===== config.mk =====
export PLATFORM = sky130hd
export DESIGN_NAME = mem_lsu
export DESIGN_NICKNAME = d
export VERILOG_FILES = /design/src/rtl/mem_lsu.sv
export SDC_FILE = /design/constraint.sdc
export NUM_CORES = 1
export LEC_CHECK = 0
export BUFFER_PORTS_ARGS = -buffer_cell sky130_fd_sc_hd__buf_4
export CAP_MARGIN = 20
export CORE_ASPECT_RATIO = 1.4
export CORE_MARGIN = 2
export CORE_UTILIZATION = 30
export DETAILED_ROUTE_END_ITERATION = 8
export GPL_TIMING_DRIVEN = 0
export HOLD_SLACK_MARGIN = 0.06
export PLACE_DENSITY = 0.59
export SLEW_MARGIN = 5
export SYNTH_ARGS = -nofsm -noshare
export SYNTH_HDL_FRONTEND = slang
export SYNTH_SLANG_ARGS = --single-unit

===== constraint.sdc =====
create_clock -name clk -period 2.5 [get_ports clk]
set_input_delay 0.625 -clock clk [delete_from_list [all_inputs] [get_ports clk]]
set_output_delay 0.625 -clock clk [all_outputs]
set_load 0.01 [all_outputs]

===== src/rtl/mem_lsu.sv =====
// mem_lsu: MEM-stage load/store unit. Issues one data-bus access per load/store,
//   stalls upstream until it completes, aligns/sign-extends load data and
//   passes non-memory results straight through to mem_wb.
// Ports: clk/rst (sync, active-high); ex_* from ex_mem; dbus_* request/grant/
//   rvalid data bus; stall/misalign/bus_err status; mem_wreg_* to mem_wb.
module mem_lsu #(
  parameter int TIMEOUT_CYCLES = 255,
  parameter int REG_ADDR_W     = 5
) (
  input  logic                  clk,
  input  logic                  rst,
  input  logic                  ex_mem_valid_i,
  input  logic                  ex_ld_i,
  input  logic                  ex_st_i,
  input  logic [1:0]            ex_size_i,
  input  logic                  ex_unsigned_i,
  input  logic [31:0]           ex_addr_i,
  input  logic [31:0]           ex_sdata_i,
  input  logic                  ex_wreg_en_i,
  input  logic [REG_ADDR_W-1:0] ex_wreg_addr_i,
  input  logic [31:0]           ex_wreg_data_i,
  output logic                  dbus_req_o,
  output logic                  dbus_we_o,
  output logic [31:0]           dbus_addr_o,
  output logic [3:0]            dbus_be_o,
  output logic [31:0]           dbus_wdata_o,
  input  logic                  dbus_gnt_i,
  input  logic                  dbus_rvalid_i,
  input  logic [31:0]           dbus_rdata_i,
  output logic                  stall_o,
  output logic                  misalign_o,
  output logic                  bus_err_o,
  output logic                  mem_wreg_en_o,
  output logic [REG_ADDR_W-1:0] mem_wreg_addr_o,
  output logic [31:0]           mem_wreg_data_o
);

  localparam int CW = $clog2(TIMEOUT_CYCLES + 1);

  typedef enum logic [1:0] {IDLE, REQ, RESP, DONE} state_t;

  state_t                  state, state_nxt;
  logic [CW-1:0]           cnt, cnt_nxt;
  logic                    rst_q;
  logic                    lat_we;
  logic [31:0]             lat_addr;
  logic [3:0]              lat_be;
  logic [31:0]             lat_wdata;
  logic [1:0]              lat_size;
  logic                    lat_uns;
  logic [1:0]              lat_off;
  logic [REG_ADDR_W-1:0]   lat_waddr;
  logic                    lat_wen;
  logic [31:0]             ld_data;
  logic                    timed_out;

  logic                    mem_op, misal, latch_en, capture, tmo_set, tmo_hit;
  logic [3:0]              be_calc;
  logic [31:0]             wdata_calc, ld_ext;

  assign mem_op  = ex_mem_valid_i & (ex_ld_i | ex_st_i);
  assign misal   = ((ex_size_i == 2'b01) & ex_addr_i[0]) |
                   (ex_size_i[1] & (ex_addr_i[1:0] != 2'b00));
  // Timeout fires on the TIMEOUT_CYCLES-th REQ/RESP cycle that makes no progress.
  assign tmo_hit = (cnt >= CW'(TIMEOUT_CYCLES - 1));

  // Store lane placement.
  always_comb begin
    be_calc    = 4'b1111;
    wdata_calc = ex_sdata_i;
    case (ex_size_i)
      2'b00: begin
        be_calc    = 4'b0001 << ex_addr_i[1:0];
        wdata_calc = {4{ex_sdata_i[7:0]}};
      end
      2'b01: begin
        be_calc    = 4'b0011 << ex_addr_i[1:0];
        wdata_calc = {2{ex_sdata_i[15:0]}};
      end
      default: ;
    endcase
  end

  // Load lane extraction and extension.
  always_comb begin
    logic [7:0]  b;
    logic [15:0] h;
    b      = dbus_rdata_i[8*lat_off +: 8];
    h      = dbus_rdata_i[16*lat_off[1] +: 16];
    ld_ext = dbus_rdata_i;
    case (lat_size)
      2'b00:   ld_ext = {{24{b[7] & ~lat_uns}}, b};
      2'b01:   ld_ext = {{16{h[15] & ~lat_uns}}, h};
      default: ;
    endcase
  end

  always_comb begin
    state_nxt       = state;
    cnt_nxt         = cnt;
    latch_en        = 1'b0;
    capture         = 1'b0;
    tmo_set         = 1'b0;
    dbus_req_o      = 1'b0;
    dbus_we_o       = lat_we;
    dbus_addr_o     = lat_addr;
    dbus_be_o       = lat_be;
    dbus_wdata_o    = lat_wdata;
    stall_o         = 1'b0;
    misalign_o      = 1'b0;
    bus_err_o       = 1'b0;
    mem_wreg_en_o   = 1'b0;
    mem_wreg_addr_o = ex_wreg_addr_i;
    mem_wreg_data_o = ex_wreg_data_i;

    case (state)
      IDLE: begin
        // The cycle right after reset is kept quiet, so nothing is accepted.
        if (!rst_q) begin
          if (mem_op && misal) begin
            misalign_o = 1'b1;
          end else if (mem_op) begin
            stall_o   = 1'b1;
            latch_en  = 1'b1;
            cnt_nxt   = '0;
            state_nxt = REQ;
          end else begin
            mem_wreg_en_o = ex_mem_valid_i & ex_wreg_en_i;
          end
        end
      end
      REQ: begin
        dbus_req_o = 1'b1;
        stall_o    = 1'b1;
        cnt_nxt    = cnt + 1'b1;
        if (dbus_gnt_i) begin
          state_nxt = lat_we ? DONE : RESP;
        end else if (tmo_hit) begin
          bus_err_o = 1'b1;
          tmo_set   = 1'b1;
          state_nxt = DONE;
        end
      end
      RESP: begin
        stall_o = 1'b1;
        cnt_nxt = cnt + 1'b1;
        if (dbus_rvalid_i) begin
          capture   = 1'b1;
          state_nxt = DONE;
        end else if (tmo_hit) begin
          bus_err_o = 1'b1;
          tmo_set   = 1'b1;
          state_nxt = DONE;
        end
      end
      DONE: begin
        mem_wreg_en_o   = lat_wen & ~lat_we & ~timed_out;
        mem_wreg_addr_o = lat_waddr;
        mem_wreg_data_o = ld_data;
        state_nxt       = IDLE;
      end
      default: state_nxt = IDLE;
    endcase

    // All outputs read zero during reset and for one cycle after it.
    if (rst || rst_q) begin
      dbus_req_o      = 1'b0;
      dbus_we_o       = 1'b0;
      dbus_addr_o     = '0;
      dbus_be_o       = '0;
      dbus_wdata_o    = '0;
      stall_o         = 1'b0;
      misalign_o      = 1'b0;
      bus_err_o       = 1'b0;
      mem_wreg_en_o   = 1'b0;
      mem_wreg_addr_o = '0;
      mem_wreg_data_o = '0;
    end
  end

  always_ff @(posedge clk) begin
    if (rst) begin
      state     <= IDLE;
      cnt       <= '0;
      rst_q     <= 1'b1;
      lat_we    <= 1'b0;
      lat_addr  <= '0;
      lat_be    <= '0;
      lat_wdata <= '0;
      lat_size  <= '0;
      lat_uns   <= 1'b0;
      lat_off   <= '0;
      lat_waddr <= '0;
      lat_wen   <= 1'b0;
      ld_data   <= '0;
      timed_out <= 1'b0;
    end else begin
      state <= state_nxt;
      cnt   <= cnt_nxt;
      rst_q <= 1'b0;
      if (latch_en) begin
        lat_we    <= ex_st_i & ~ex_ld_i;   // ld+st together is a load
        lat_addr  <= {ex_addr_i[31:2], 2'b00};
        lat_be    <= ex_ld_i ? 4'b1111 : be_calc;
        lat_wdata <= wdata_calc;
        lat_size  <= ex_size_i;
        lat_uns   <= ex_unsigned_i;
        lat_off   <= ex_addr_i[1:0];
        lat_waddr <= ex_wreg_addr_i;
        lat_wen   <= ex_wreg_en_i;
        timed_out <= 1'b0;
      end
      if (capture) ld_data   <= ld_ext;
      if (tmo_set) timed_out <= 1'b1;
    end
  end

endmodule


==> results of run 1 <==
## repair_timing
action | 4_1_cts | 5_1_grt
pin swaps | 3 | 4
hold buffers | 0 | 0
resized for setup | 44 | 17
gates cloned | 0 | 0
setup endpoints to repair | 109 | 75
buffers inserted | 15 | 1
## layer usage
metal	vias up	wire [um]
met3	44	1610
met2	246	12700
met4	0	690
li1	3522	-
met5	-	0
met1	3281	9560
## power by group through the flow
stage               sequential, uW  clock, uW  combinational (uW)
finish                        2040       2610                 897
global route                  2050       2730                 982
CTS                           2040       2660                 889
detailed placement            2080          0                 826
global placement              2080          0                 821
floorplan                     2070          0                 425
## critical path, cell delays in order
cell	delay (ns)
buf_6	0.10
buf_8	0.11
o21a_4	0.19
or4_4	0.57
a211oi_4	0.23
buf_6	0.14
## area by class of cell
class	count	area (um2)	area share [%]
Sequential cell	122	2450	25.0
Multi-Input combinational cell	652	3900	39.8
Buffer	72	404	4.12
Clock inverter	8	143	1.45
Clock buffer	22	474	4.84
Timing Repair Buffer	268	2020	20.6
Tap cell	297	372	3.79
Inverter	9	38.8	0.396
## state kept, by name, indices dropped and copies added (netlist names), 4 cells and up
signal     cells
lat_be         4
lat_addr      30
cnt            8
lat_wdata     32
lat_waddr      5
ld_data       32
## Yosys cell counts (2+ instances only)
| cell | n | area (um2) |
|---|---|---|
| mux2_2 | 8 | 90.1 |
| nand2_1 | 159 | 597 |
| o21ai_0 | 49 | 245 |
| a311oi_1 | 12 | 105 |
| nor2b_1 | 2 | 12.5 |
| inv_1 | 9 | 33.8 |
| nand3_1 | 6 | 30.0 |
| clkbuf_1 | 48 | 180 |
| o21ai_1 | 2 | 10.0 |
| a211o_1 | 6 | 52.6 |
| nand2b_1 | 4 | 25.0 |
| nor2_1 | 70 | 263 |
| dfxtp_1 | 122 | 2440 |
| or3_1 | 3 | 18.8 |
| a21oi_2 | 6 | 52.6 |
| mux2i_1 | 61 | 611 |
| nor3_1 | 20 | 100 |
| o211ai_1 | 7 | 52.6 |
| buf_1 | 8 | 30.0 |
| and2_1 | 69 | 432 |
| ha_1 | 8 | 100 |
| buf_4 | 3 | 22.5 |
| nand3b_1 | 9 | 67.6 |
| a211oi_1 | 25 | 188 |
| a21oi_1 | 93 | 465 |
| buf_6 | 4 | 45.0 |
| a31o_2 | 7 | 61.3 |
| buf_2 | 13 | 65.1 |
## logic make-up after synthesis
family / share of synthesized area, %
DFF: 36.9
other: 0.0566
and+or+nand+nor: 24.4
buffers and inverters: 5.69
muxes: 10.6
adders and majority gates: 1.51
AOI/OAI and AO/OA: 20.9
## final timing paths
path,slack (ns),to,from
max,-0.08,stall_o,ex_size_i[1]
min,0.33,rst_q,rst
max reg2reg,0.25,ld_data[12],state[1]
min reg2reg,0.45,lat_addr[22],lat_addr[22]
## layout by cell type (no fill, tap or decap), drive strengths merged, types with 2 or more instances in the layout
cell type  netlist  final
a21boi           2      2
a21oi           99     99
nand2          159    159
a311oi          12     12
inv              9      9
buf             28    294
clkbuf          48     68
bufinv           0      4
nand3            6      6
a211o            6      6
nor3            20     20
conb             1      2
a211oi          25     25
a31o             7      7
and2            69     69
dfxtp          122    122
nor2b            2      2
ha               8      8
or3              3      3
nand3b           9      9
nor2            70     70
clkinv           0      3
o211ai           7      7
o21ai           52     52
nand2b           4      4
mux2i           61     61
mux2             8      8
## through the flow
step                hold slack, ns  setup TNS (ns)  instances
finish                       0.331         -0.0808       1450
global route                 0.316         -0.0925       1450
CTS                          0.313          -0.169       1450
detailed placement           0.442          -41.73       1408
global placement             0.438          -41.36       1408
floorplan                    0.431         -0.0358        859
==> metrics.txt, run 1 <==
min-delay worst type=input pin to flop; drt total wl=between 20000 and 25000 um; H-tree Lvls=4; final setup violation count=1; Place WS=-0.759 ns; Layout area overhead=48.0%; Final HPWL DP=19000 um; Final Skew=roughly 0.0087 ns; initial antenna violation count=0; critical path class=input pin to primary output; DIE AREA=23300 um2; Synth Instances=858; clock buffer depth=2; Synth Flop Type=dfxtp_1; Peak Freq=~390 MHz; Seq/Total Area, Yosys=around 37%; Max VDD drop=approximately 0.48 mV; sw frac=between 20 and 25%; Skew-Pair Late Insertion Delay=0.41 ns; final instance area=between 9000 and 10000 um2; Ys Warns=0; Final ANT Viol Nets=0; Sw Pwr=around 1400 uW; nets=~1.3k; I/O pins=255; Rows=64; vias per std cell=roughly 5; CTS Root Cell=clkbuf_16; 1st-iter DRT viols=around 380; period utilisation layout=103%; total iterations of the first detailed-routing run=7; number of buffers created by CTS=17; DR WL/cell=16.9 um; Worst Hold Path Cells=1; sequential power share=36.8%; Crit path arrival time=a little under 2 ns; Slew Limit Headroom=a little over half; GR peak layer=met2; final hold vios=0; number of synthesized register bits=around 120; Max FO, Critical Path=2; Vias=about 7.1k; Lkg Pwr=0.00403 uW; number of flops mapped to enable cells by yosys=0; Worst setup SP type=input pin; Combinational Power Share=16.2%; worst reg2reg path depth=7; layout cells sized above 1=roughly a third; worst setup margin=-0.0808 ns; GP Congestion=roughly 0.88; crit end category=primary output; clock sink count=approximately 120; die extent in x=130 um; first-pass GRT wire length=37500 um; met3 usage=4.79%; Worst Max-Slew Pin Slew=about 0.71 ns; filler cell count in the final layout=around 2.3k; RSZ-0062 raised after global routing=yes; Final Slew Violations=0; IO Port Bufs=252; initial core utilization=30.4%; Distinct cells, synth=between 50 and 60; Die Ht=~180 um; Req. time, crit path=approximately 1.9 ns; MaxCap Viol Count=0; Final Power=~5500 uW; Reg clk slew, reported paths=roughly 0.05 ns; largest net degree at the start of global routing=17; PwrDens=565 nW/um2; Core Box Area=between 20000 and 25000 um2; vias in the first global route=roughly 6.9k; Mapped Avg Cell Area=7.72 um2; M2 GR Usage=37.2%; synthesized cell area=~6600 um2; DRC=0; failing checks=negative setup slack; Post-Route Utilization=between 40% and 50%; Area after DPL=between 8000 and 9000 um2; grt total ovfl=0; fin crit period=between 2 and 3 ns; internal power=4160 uW; fraction of registers with async set/reset=0%; n_diodes=0; met1 usage=23.1%; status=complete, but fails checks; CTS tree=yes; gr usage total=between 20% and 30%; clock share of power=between 40% and 50%
Note: power is estimated with default switching activity, not from simulation.
==> run 2, diff against run 1 <==
--- a/config.mk
+++ b/config.mk
@@ -13,7 +13,6 @@
 export DETAILED_ROUTE_END_ITERATION = 8
 export GPL_TIMING_DRIVEN = 0
 export HOLD_SLACK_MARGIN = 0.06
-export PLACE_DENSITY = 0.59
 export SLEW_MARGIN = 5
 export SYNTH_ARGS = -nofsm -noshare
 export SYNTH_HDL_FRONTEND = slang
==> metrics.txt, run 2 (synthesis results as in run 1) <==
layout cells sized above 1=32.1% (-0.26 points); Final Power=5510 uW (-0.60%); min-delay worst type=input pin to flop; MaxCap Viol Count=0 (unchanged); initial antenna violation count=0 (unchanged); Vias=7147 (+0.76%); met1 usage=23.5% (+0.43 points); status=complete, but fails checks; commonest non-fill, non-tap cells in the layout=buf_4, nand2_1, dfxtp_1, a21oi_1, and2_1; Peak Freq=386 MHz (-0.39%); Final Skew=0.00806 ns (-0.000648 ns); Worst R2R Setup Slack=0.18 ns (-0.07 ns); failing checks=negative setup slack; Final HPWL DP=19000 um (about the same); gr usage total=20.8% (+0.25 points); DR WL/cell=17.0 um (+0.61%); Slew Limit Headroom=52.3% (-0.68 points); CTS Root Cell=clkbuf_16; critical path class=flop to primary output; nets=1293 (-0.077%); CP max-delay cell=or4_4; Reg clk slew, reported paths=0.06 ns (about the same); Worst setup SP type=flop; worst setup margin=-0.0909 ns (-0.0102 ns); Worst Max-Slew Pin Slew=0.716 ns (+0.0103 ns); Skew-Pair Late Insertion Delay=0.42 ns (about the same); clock sink count=122 (unchanged); Max VDD drop=0.427 mV (-10%); grt total ovfl=0 (unchanged); Crit path max-delay family=simple AND/OR/NAND/NOR gates; Crit path arrival time=1.97 ns (about the same); Post-Route Utilization=44.8% (-0.22 points); number of buffers created by CTS=17 (unchanged); H-tree Lvls=4 (unchanged); largest net degree at the start of global routing=17 (unchanged); DRC=0 (unchanged); Layout area overhead=47.3%; fin crit period=2.59 ns (+0.0102 ns); CTS tree=yes; GP Congestion=0.890 (+1.1%); crit path buf inv count=2 (-1); Core Box Area=21800 um2 (unchanged); Final ANT Viol Nets=0 (unchanged); total iterations of the first detailed-routing run=5 (-2); vias per std cell=4.93 (+0.76%); M2 GR Usage=36.2% (-1.0 points); final setup violation count=1 (unchanged); Place WS=-0.761 ns (-0.00202 ns); Req. time, crit path=1.88 ns (about the same); biggest regs=lat_wdata (32), ld_data (32), lat_addr (30); commonest non-fill, non-tap cell in the layout=buf_4; initial core utilization=30.4% (unchanged); crit end category=primary output; first-pass GRT wire length=37700 um (+0.55%); n_diodes=0 (unchanged); PwrDens=565 nW/um2 (-0.12%); die extent in x=130 um (unchanged); final hold vios=0 (unchanged); vias in the first global route=6992 (+1.2%); 1st-iter DRT viols=415 (+9.5%); Lkg Pwr=0.00402 uW (-0.22%); Die Ht=180 um (unchanged); I/O pins=255 (unchanged); period utilisation layout=104% (+0.41 points); Rows=64 (unchanged); CP peak stage delay=0.57 ns (about the same); Max FO, Critical Path=5 (+3); crit path cell chain=inv_4 > ha_4 > nand2b_4 > or4_4 > a211oi_4 > buf_6; DIE AREA=23300 um2 (unchanged); IO Port Bufs=252 (unchanged); clock buffer depth=2 (unchanged); met3 usage=4.79% (unchanged); RSZ-0062 raised after global routing=yes; drt total wl=24700 um (+0.61%); Final Slew Violations=0 (unchanged); GR peak layer=met2
[run 2: path summary, 6_finish.rpt]
check / from / endpoint / cells past startpoint
setup reg to reg: state[0] / ld_data[9] / 7
setup / recovery: state[0] / stall_o / 6
hold / removal: rst / rst_q / 1
hold reg to reg: lat_addr[13] / lat_addr[13] / 2
[run 2: stage by stage]
| stage | hold slack [ns] | area (um2) | cells | setup TNS [ns] |
|---|---|---|---|---|
| 2_1_floorplan | 0.431 | 6650 | 859 | -0.0358 |
| 3_3_place_gp | 0.438 | 8920 | 1408 | -45.80 |
| 3_5_place_dp | 0.442 | 8920 | 1408 | -41.00 |
| 4_1_cts | 0.302 | 9660 | 1443 | -0.129 |
| 5_1_grt | 0.304 | 9760 | 1450 | -0.271 |
| 6_report | 0.317 | 9760 | 1450 | -0.0909 |
[run 2: cell type report]
cell class	instances	area [um2]
fill	2260	12000
multi-input combinational	652	3880
sequential	122	2450
timing repair buffer	267	2010
clock buffer	24	502
buffer	72	385
tap	297	372
clock inverter	7	113
inverter	9	38.8
[run 2: per-layer routing]
layer | up-vias | routed length (um) | share of wire, %
met1 | 3314 | 9730 | 39
met5 | - | 0 | 0
met4 | 0 | 1060 | 4.3
met3 | 50 | 1620 | 6.6
li1 | 3524 | - | -
met2 | 259 | 12300 | 50
[run 2: repair_timing]
item / CTS / global route
endpoints found under the setup margin: 109 / 82
hold endpoints to repair: 0 / 0
pin swaps: 7 / 5
cloned: 0 / 0
hold buffers: 0 / 0
resized for setup: 35 / 20
setup buffers: 8 / 7
[run 2: where the power goes]
| group | switching, uW | total (uW) | internal (uW) | leakage [uW] |
|---|---|---|---|---|
| combinational | 464 | 875 | 410 | 0.00273 |
| clock | 901 | 2590 | 1690 | 0.000302 |
| sequential | 36.0 | 2040 | 2010 | 0.000989 |
| total | 1400 | 5510 | 4110 | 0.00402 |
==> run 3, diff against run 2 <==
--- a/config.mk
+++ b/config.mk
@@ -5,7 +5,7 @@
 export SDC_FILE = /design/constraint.sdc
 export NUM_CORES = 1
 export LEC_CHECK = 0
-export BUFFER_PORTS_ARGS = -buffer_cell sky130_fd_sc_hd__buf_4
+export BUFFER_PORTS_ARGS = -buffer_cell sky130_fd_sc_hd__buf_2
 export CAP_MARGIN = 20
 export CORE_ASPECT_RATIO = 1.4
 export CORE_MARGIN = 2
==> constraint.sdc (replaced) <==
create_clock -name clk -period 2.5 [get_ports clk]
set_input_delay 0.5 -clock clk [delete_from_list [all_inputs] [get_ports clk]]
set_output_delay 0.5 -clock clk [all_outputs]
set_load 0.01 [all_outputs]
==> metrics.txt, run 3 (synthesis results as in run 1) <==
final hold vios=0 (unchanged); sequential power share=39.3% (+2.2 points); Peak Freq=393 MHz (+1.9%); clock share of power=45.5% (-1.5 points); period utilisation layout=102% (-2.0 points); Final HPWL DP=18500 um (-2.4%); Crit path max-delay family=simple AND/OR/NAND/NOR gates; failing checks=negative setup slack; Final Skew=0.00863 ns (+0.000578 ns); Final ANT Viol Nets=0 (unchanged); Skew-Pair Late Insertion Delay=0.42 ns (about the same); Vias=7068 (-1.1%); Place WS=-0.471 ns (+0.289 ns); commonest non-fill, non-tap cells in the layout=buf_2, nand2_1, dfxtp_1, a21oi_1, and2_1; Worst R2R Setup Slack=0.33 ns (+0.15 ns); Worst Max-Slew Pin Slew=0.696 ns (-0.0204 ns); clock sink count=122 (unchanged); vias in the first global route=6802 (-2.7%); Rows=64 (unchanged); Final Slew Violations=0 (unchanged); DRC=0 (unchanged); Post-Route Utilization=41.3% (-3.5 points); vias per std cell=4.88 (-1.0%); fin crit period=2.54 ns (-0.0489 ns); sw frac=27.3% (+1.9 points); biggest regs=lat_wdata (32), ld_data (32), lat_addr (30); Die Ht=180 um (unchanged); internal power=3780 uW (-8.0%); layout cells sized above 1=31.3% (-0.82 points); Max VDD drop=0.441 mV (+3.1%); crit path cell chain=inv_4 > ha_4 > nand2b_4 > or4_4 > a211oi_4 > buf_2; worst setup margin=-0.0421 ns (+0.0489 ns); Worst setup SP type=flop; DR WL/cell=16.6 um (-2.4%); initial core utilization=30.4% (unchanged); Combinational Power Share=15.2% (-0.7 points); Req. time, crit path=2.00 ns (+0.12 ns); CTS Root Cell=clkbuf_16; filler cell count in the final layout=2374 (+5.0%); drt total wl=24100 um (-2.4%); setup TNS=-0.0421 ns (+0.0489 ns); grt total ovfl=0 (unchanged); I/O pins=255 (unchanged); MaxCap Viol Count=0 (unchanged); die extent in x=130 um (unchanged); total iterations of the first detailed-routing run=5 (unchanged); first-pass GRT wire length=36500 um (-3.0%); CTS tree=yes; multi-input logic area=3860 um2 (-0.61%); nets=1287 (-0.46%); final setup violation count=1 (unchanged); flip-flop and latch area=2450 um2 (unchanged); Max FO, Critical Path=3 (-2); number of buffers created by CTS=17 (unchanged); commonest non-fill, non-tap cell in the layout=buf_2; DIE AREA=23300 um2 (unchanged); CP max-delay cell=or4_4; largest net degree at the start of global routing=17 (unchanged); PwrDens=579 nW/um2 (+2.5%); status=complete, but fails checks; critical path class=flop to primary output; Reg clk slew, reported paths=0.05 ns (about the same); clock buffer depth=2 (unchanged); min-delay worst type=input pin to flop; Sw Pwr=1420 uW (+1.6%); GP Congestion=0.877 (-1.5%); initial antenna violation count=4 (+4); 1st-iter DRT viols=420 (+1.2%); CP peak stage delay=0.58 ns (about the same); Slew Limit Headroom=53.6% (+1.4 points); Crit path arrival time=2.04 ns (+0.07 ns); H-tree Lvls=4 (unchanged); crit end category=primary output; gr usage total=20.2% (-0.67 points); Layout area overhead=35.7%; Lkg Pwr=0.00382 uW (-5.1%); RSZ-0062 raised after global routing=yes; Core Box Area=21800 um2 (unchanged); IO Port Bufs=252 (unchanged); crit path buf inv count=2 (unchanged)
==> run 3: cell count changes in the layout (fill, tap and decap cells not counted), sizes merged <==
cell	change
buf	-9
bufinv	-2
clkdlybuf4s15	+1
clkinv	+3
clkinvlp	+2
diode	+4
==> run 3: worst paths after layout <==
kind                startpoint           end  cells after the start
setup / recovery      state[0]       stall_o                      6
hold reg to reg   lat_addr[18]  lat_addr[18]                      2
setup reg to reg      state[0]   lat_size[1]                      9
hold / removal             rst         rst_q                      1
==> run 3: repair_timing <==
item,in CTS,in global routing
pin swaps,3,3
cloned,0,0
setup endpoints to repair,69,37
hold buffers,0,0
resized for setup,35,6
setup buffers,6,3
==> run 3: worst reg2reg max path, delay by kind of cell, from the launching register on <==
kind            cells  cell delay, ns
compound gates      1            0.20
buf+inv             4            0.80
flops               1            0.35
simple gates        3            0.58
fa+ha+maj           1            0.14
==> run 3: through the flow <==
step,total power [uW],instance area (um2),cells,hold WS (ns)
finish,5200,8990,1449,0.203
global route,5430,8990,1448,0.188
CTS,5250,8960,1443,0.180
detailed placement,2810,8260,1408,0.442
global placement,2810,8260,1408,0.438
floorplan,2490,6630,859,0.431
==> run 3: final cells by class <==
cell class | instances | share of cell area (%)
Multi-Input combinational cell | 652 | 43.0
Sequential cell | 122 | 27.3
Timing Repair Buffer | 261 | 14.8
Clock buffer | 22 | 5.27
Tap cell | 297 | 4.13
Buffer | 72 | 4.02
Clock inverter | 10 | 1.04
Inverter | 9 | 0.431
Antenna cell | 4 | 0.111
==> run 3: power by group through the flow <==
| stage | logic (uW) | registers [uW] | clock network (uW) |
|---|---|---|---|
| floorplan | 417 | 2070 | 0 |
| global placement | 724 | 2080 | 0 |
| detailed placement | 730 | 2080 | 0 |
| CTS | 779 | 2040 | 2420 |
| global route | 872 | 2050 | 2510 |
| finish | 793 | 2040 | 2370 |
==> run 3: metal layers <==
metal  global-route usage, %  up-vias  part of all wire [%]
met5                       0        -                 0.046
met2                    35.5      239                    51
met1                    23.3     3267                    40
met4                    8.09        2                   2.4
li1                        -     3526                     -
met3                    4.38       34                   6.2
